[config.mk]
export PLATFORM = sky130hd
export DESIGN_NAME = instr_fetch_unit
export DESIGN_NICKNAME = d
export VERILOG_FILES = /design/src/rtl/asip_pkg.sv /design/src/rtl/instr_fetch_unit.sv
export SDC_FILE = /design/constraint.sdc
export NUM_CORES = 1
export LEC_CHECK = 0
export BUFFER_PORTS_ARGS = -buffer_cell sky130_fd_sc_hd__buf_2
export CORE_UTILIZATION = 54
export DETAILED_ROUTE_END_ITERATION = 16
export GPL_ROUTABILITY_DRIVEN = 1
export GPL_TIMING_DRIVEN = 0
export PLACE_DENSITY = 0.86
export SETUP_SLACK_MARGIN = 0.2
export SYNTH_ARGS = -nofsm -noshare
export SYNTH_HDL_FRONTEND = slang
export SYNTH_SLANG_ARGS = --single-unit
[constraint.sdc]
create_clock -name clk -period 8 [get_ports clk]
set_input_delay 0.4 -clock clk [delete_from_list [all_inputs] [get_ports clk]]
set_output_delay 0.4 -clock clk [all_outputs]
set_load 0.02 [all_outputs]
[src/rtl/asip_pkg.sv]
// Shared ASIP definitions: instruction/PC widths, fetch FSM states and instruction class codes.
// Imported by every ASIP pipeline block.
package asip_pkg;

  localparam int                 INSTR_W   = 32;
  localparam int                 PC_W      = 27;
  localparam logic [INSTR_W-1:0] NOP_INSTR = 32'h0;
  localparam logic [4:0]         OPC_HALT  = 5'b10111;

  typedef enum logic [1:0] {
    FILL   = 2'b00,
    RUN    = 2'b01,
    HALTED = 2'b10
  } fetch_state_t;

  typedef enum logic [1:0] {
    ITYPE_R = 2'b00,
    ITYPE_I = 2'b01,
    ITYPE_J = 2'b10,
    ITYPE_V = 2'b11
  } instr_type_t;

  function automatic logic [4:0] opcode_of(input logic [INSTR_W-1:0] word);
    return word[INSTR_W-1:INSTR_W-5];
  endfunction

endpackage

[src/rtl/instr_fetch_unit.sv]
// Instruction fetch: owns the PC, drives the 1-cycle synchronous instruction ROM and
// presents one instruction per cycle, handling stalls, squashes, jump redirects and HALT.
module instr_fetch_unit #(
  parameter int                PC_W     = 27,
  parameter logic [PC_W-1:0]   RESET_PC = '0,
  parameter logic [4:0]        HALT_OPC = asip_pkg::OPC_HALT
) (
  input  logic                           clk,
  input  logic                           rst,
  input  logic                           stall,
  input  logic                           flush,
  input  logic                           redirect_en,
  input  logic [PC_W-1:0]                redirect_pc,
  output logic [PC_W-1:0]                imem_addr,
  input  logic [asip_pkg::INSTR_W-1:0]   imem_rdata,
  output logic [asip_pkg::INSTR_W-1:0]   instr,
  output logic                           instr_valid,
  output logic [PC_W-1:0]                instr_pc,
  output logic                           halted
);
  import asip_pkg::*;

  fetch_state_t    state_q, state_d;
  logic [PC_W-1:0] fetch_pc, fetch_d;
  logic [PC_W-1:0] disp_pc, disp_d;
  logic            valid_q, valid_d;
  logic            halt_hit;

  // During a stall the displayed address is re-issued so imem_rdata stays put.
  assign imem_addr   = redirect_en ? redirect_pc : (stall ? disp_pc : fetch_pc);
  assign instr_valid = valid_q && (state_q != HALTED) && !flush && !redirect_en;
  assign instr       = instr_valid ? imem_rdata : NOP_INSTR;
  assign instr_pc    = disp_pc;
  assign halted      = (state_q == HALTED);
  assign halt_hit    = instr_valid && (opcode_of(imem_rdata) == HALT_OPC) && !stall;

  always_comb begin
    state_d = state_q;
    fetch_d = fetch_pc;
    disp_d  = disp_pc;
    valid_d = valid_q;
    if (redirect_en) begin
      disp_d  = redirect_pc;
      fetch_d = redirect_pc + 1'b1;
      valid_d = 1'b1;
      state_d = RUN;
    end else begin
      case (state_q)
        FILL: begin
          disp_d  = fetch_pc;
          fetch_d = fetch_pc + 1'b1;
          valid_d = 1'b1;
          state_d = RUN;
        end
        RUN: begin
          if (!stall) begin
            if (halt_hit) begin
              state_d = HALTED;
            end else begin
              disp_d  = fetch_pc;
              fetch_d = fetch_pc + 1'b1;
              valid_d = 1'b1;
            end
          end
        end
        HALTED: ;
        default: state_d = FILL;
      endcase
    end
  end

  always_ff @(posedge clk or negedge rst) begin
    if (!rst) begin
      state_q  <= FILL;
      fetch_pc <= RESET_PC;
      disp_pc  <= RESET_PC;
      valid_q  <= 1'b0;
    end else begin
      state_q  <= state_d;
      fetch_pc <= fetch_d;
      disp_pc  <= disp_d;
      valid_q  <= valid_d;
    end
  end

endmodule

==> results.cfg <==
[cts]
insertion_delay_ps = 350
cts-root-buf = clkbuf_8
cts.sinks = 57
post_cts_buffers = 0
clk_path_buf_depth = 2
numCtsBuffers = 9
tritoncts = done
hold_buffers = 0
htreeDepth = 3
cts.clk_slew.worst_paths_ps = 70
cts_resized = 0

[logic_synthesis]
syn_area_um2 = 4140
synthArstFlopShare = 1.00
ys_seq_area_frac = 0.344
syn_inst = 525
ys_ff_latch = 57
synth_flop_cell = dfrtp_1
netlist.area_leader.share = 0.344
synth_nets = 590
syn_avg_cell_area_um2 = 7.89
synth.distinct_cells = 51
synth_most_common_cell = nand2_1
synthTopCellsByArea = dfrtp_1, mux2i_1, o21ai_0, nand2_1, and2_1
synth_edf_count = 0
ys_warn_count = 0
synthTopCellsByCount = nand2_1, o21ai_0, dfrtp_1
synth.largest_area_cell = dfrtp_1

[placed_design]
port_buffers = 151
dp.cells = 775
postPlaceCellArea_um2 = 5020
gp_congestion = 0.908
place_hpwl_um = 10600

[cells_and_area]
fin_nets = 752
fin_area_um2 = 5200
drive_gt1_frac = 0.251
final_cells = 792
syn_to_final_growth_pct = 25.5

[route]
routedWlPerCell_um = 18.8
vias_per_cell = 6.28
drtPass1Iterations = 6
drtIter0Drc = 612
drt_wl_total_um = 14900
antenna_left = 0
drc_errors = 0
num_vias = 4972

[sta]
finalHoldViolCount = 0
max_freq_mhz = 191
skew_ps = 7.30
slew_headroom = 0.300
drv_slew = 0
setup-tns-final_ps = 0
setup_violations = 0
rsz0062_at_grt = no
fin_crit_ps = 5230
worst_pin_slew_ps = 1050
period_share = 0.653

[critical_path]
crit_chain = buf_2 > buf_4 > clkbuf_1 > buf_2 > buf_2 > buf_2 > clkbuf_1 > nand2_1 > o21ai_0 > ha_1 > nand4b_1 > a221oi_2 > nand4_1 > clkbuf_1 > or3_1 > a211oi_1
r2r_end = fetch_pc[26]
worst-path-max-fanout = 10
r2r_slack_ps = 4750
critPathArrivalTime_ps = 5480
slowest_stage = a221oi_2
crit_end = fetch_pc[26]
required_ps = 8250
crit_path_start = redirect_en
startpoint_type = input port
crit_type = in2reg
cp_slowest_stage_delay_ps = 630
reg2reg_from = fetch_pc[0]
timing.critical_path.mode_cell = buf_2
critPathCaptureType = flop
r2r_cells = 9

[global_route]
grt_max_degree = 58
overflow = 0
grt_pass1_vias = 4587
antenna_found_initial = 1
grt_util_all_layers = 0.380
grt_pass1_wl_um = 22600

[hold_path]
hold_class = in2async

[floorplan]
start_util = 0.565
dieWidth_um = 89.6
die_h_um = 89.6
num_io_pins = 152
core_area_um2 = 7330
die-area_um2 = 8030
rows = 31

[power_and_ir_drop]
p_leak_nw = 2.49
p_per_area_nw_per_um2 = 172
peakVddDrop_mv = 0.118

[job]
drv_cap = 0

[outcome]
outcome = finished clean
through the flow:
step	utilization	setup WS, ps	power [W]	hold WS (ps)
4_1_cts	0.709	3020	0.000891	358
6_report	0.710	2770	0.000897	127
2_1_floorplan	-	4230	0.000534	104
3_3_place_gp	0.685	2830	0.000636	441
5_1_grt	0.710	2620	0.000940	192
3_5_place_dp	0.685	2660	0.000646	462
routing by layer:
layer,share of wire,wire length (um),track usage,vias up
met5,0,0,0,-
met4,0.048,711,0.274,0
met3,0.11,1660,0.0722,72
met2,0.47,6950,0.614,399
met1,0.37,5550,0.455,2288
li1,-,-,-,2213
where the power goes:
group          total, W  internal [W]  switching (W)
Combinational  0.000282      0.000101       0.000181
Clock          0.000250      0.000128       0.000122
Sequential     0.000366      0.000324      0.0000413
final cells by class:
| cell class | count | area, um^2 |
|---|---|---|
| clock inverter | 3 | 15.0 |
| fill | 648 | 2130 |
| antenna | 1 | 2.50 |
| sequential | 57 | 1430 |
| buffer | 36 | 144 |
| tap | 99 | 124 |
| clock buffer | 13 | 159 |
| multi-input combinational | 425 | 2550 |
| inverter | 7 | 26.3 |
| timing repair buffer | 151 | 758 |
worst min-delay path by stage:
stage / depth (start not counted) / to
2_1_floorplan: 0 / fetch_pc[0]
3_3_place_gp: 1 / valid_q
3_5_place_dp: 1 / valid_q
4_1_cts: 3 / fetch_pc[26]
5_1_grt: 1 / instr_pc[12]
6_report: 1 / fetch_pc[11]
logic make-up after synthesis:
kind of cell / synth area share
AND/OR/NAND/NOR: 0.270
AO/OA/AOI/OAI: 0.216
flip-flops: 0.344
buffers and inverters: 0.0411
multiplexers: 0.0848
XOR/XNOR: 0.0402
adder cells (fa/ha/maj): 0.00302
sequential cells by signal (all words and copies together) (netlist names):
name,count
fetch_pc,27
instr_pc,27
valid_q,1
state_q,2
critical path: cells and delay by family:
family	cells	cell delay, ps
buf+inv	8	2570
simple gates	4	1120
fa+ha+maj	1	320
compound gates	3	1050
layout by cell type, fill, tap and decap left out, types with 2 or more instances in the layout:
master and instances:
buf_2 154, a211oi_1 4, clkbuf_8 11, or4_1 5
nand2_1 79, nor2b_1 5, nand2b_1 10, a32oi_1 3
a22oi_1 11, nand4_1 7, nor4b_1 2, inv_1 7
xor2_1 10, o21bai_1 2, xnor2_1 9, a21oi_1 19
nor3_1 8, o21ai_0 60, nor4_1 2, nor2_1 42
a31oi_1 18, nand4b_1 2, buf_4 2, and3_1 2
dfrtp_1 57, nand3b_1 4, a21boi_0 3, a221o_1 4
a21o_1 3, nand3_1 16, o22ai_1 7, buf_1 8
o211ai_1 2, and2_1 35, mux2i_1 34, clkbuf_1 25
o221ai_1 2, clkinv_2 3
No activity file was read; power rests on OpenSTA's default activity.
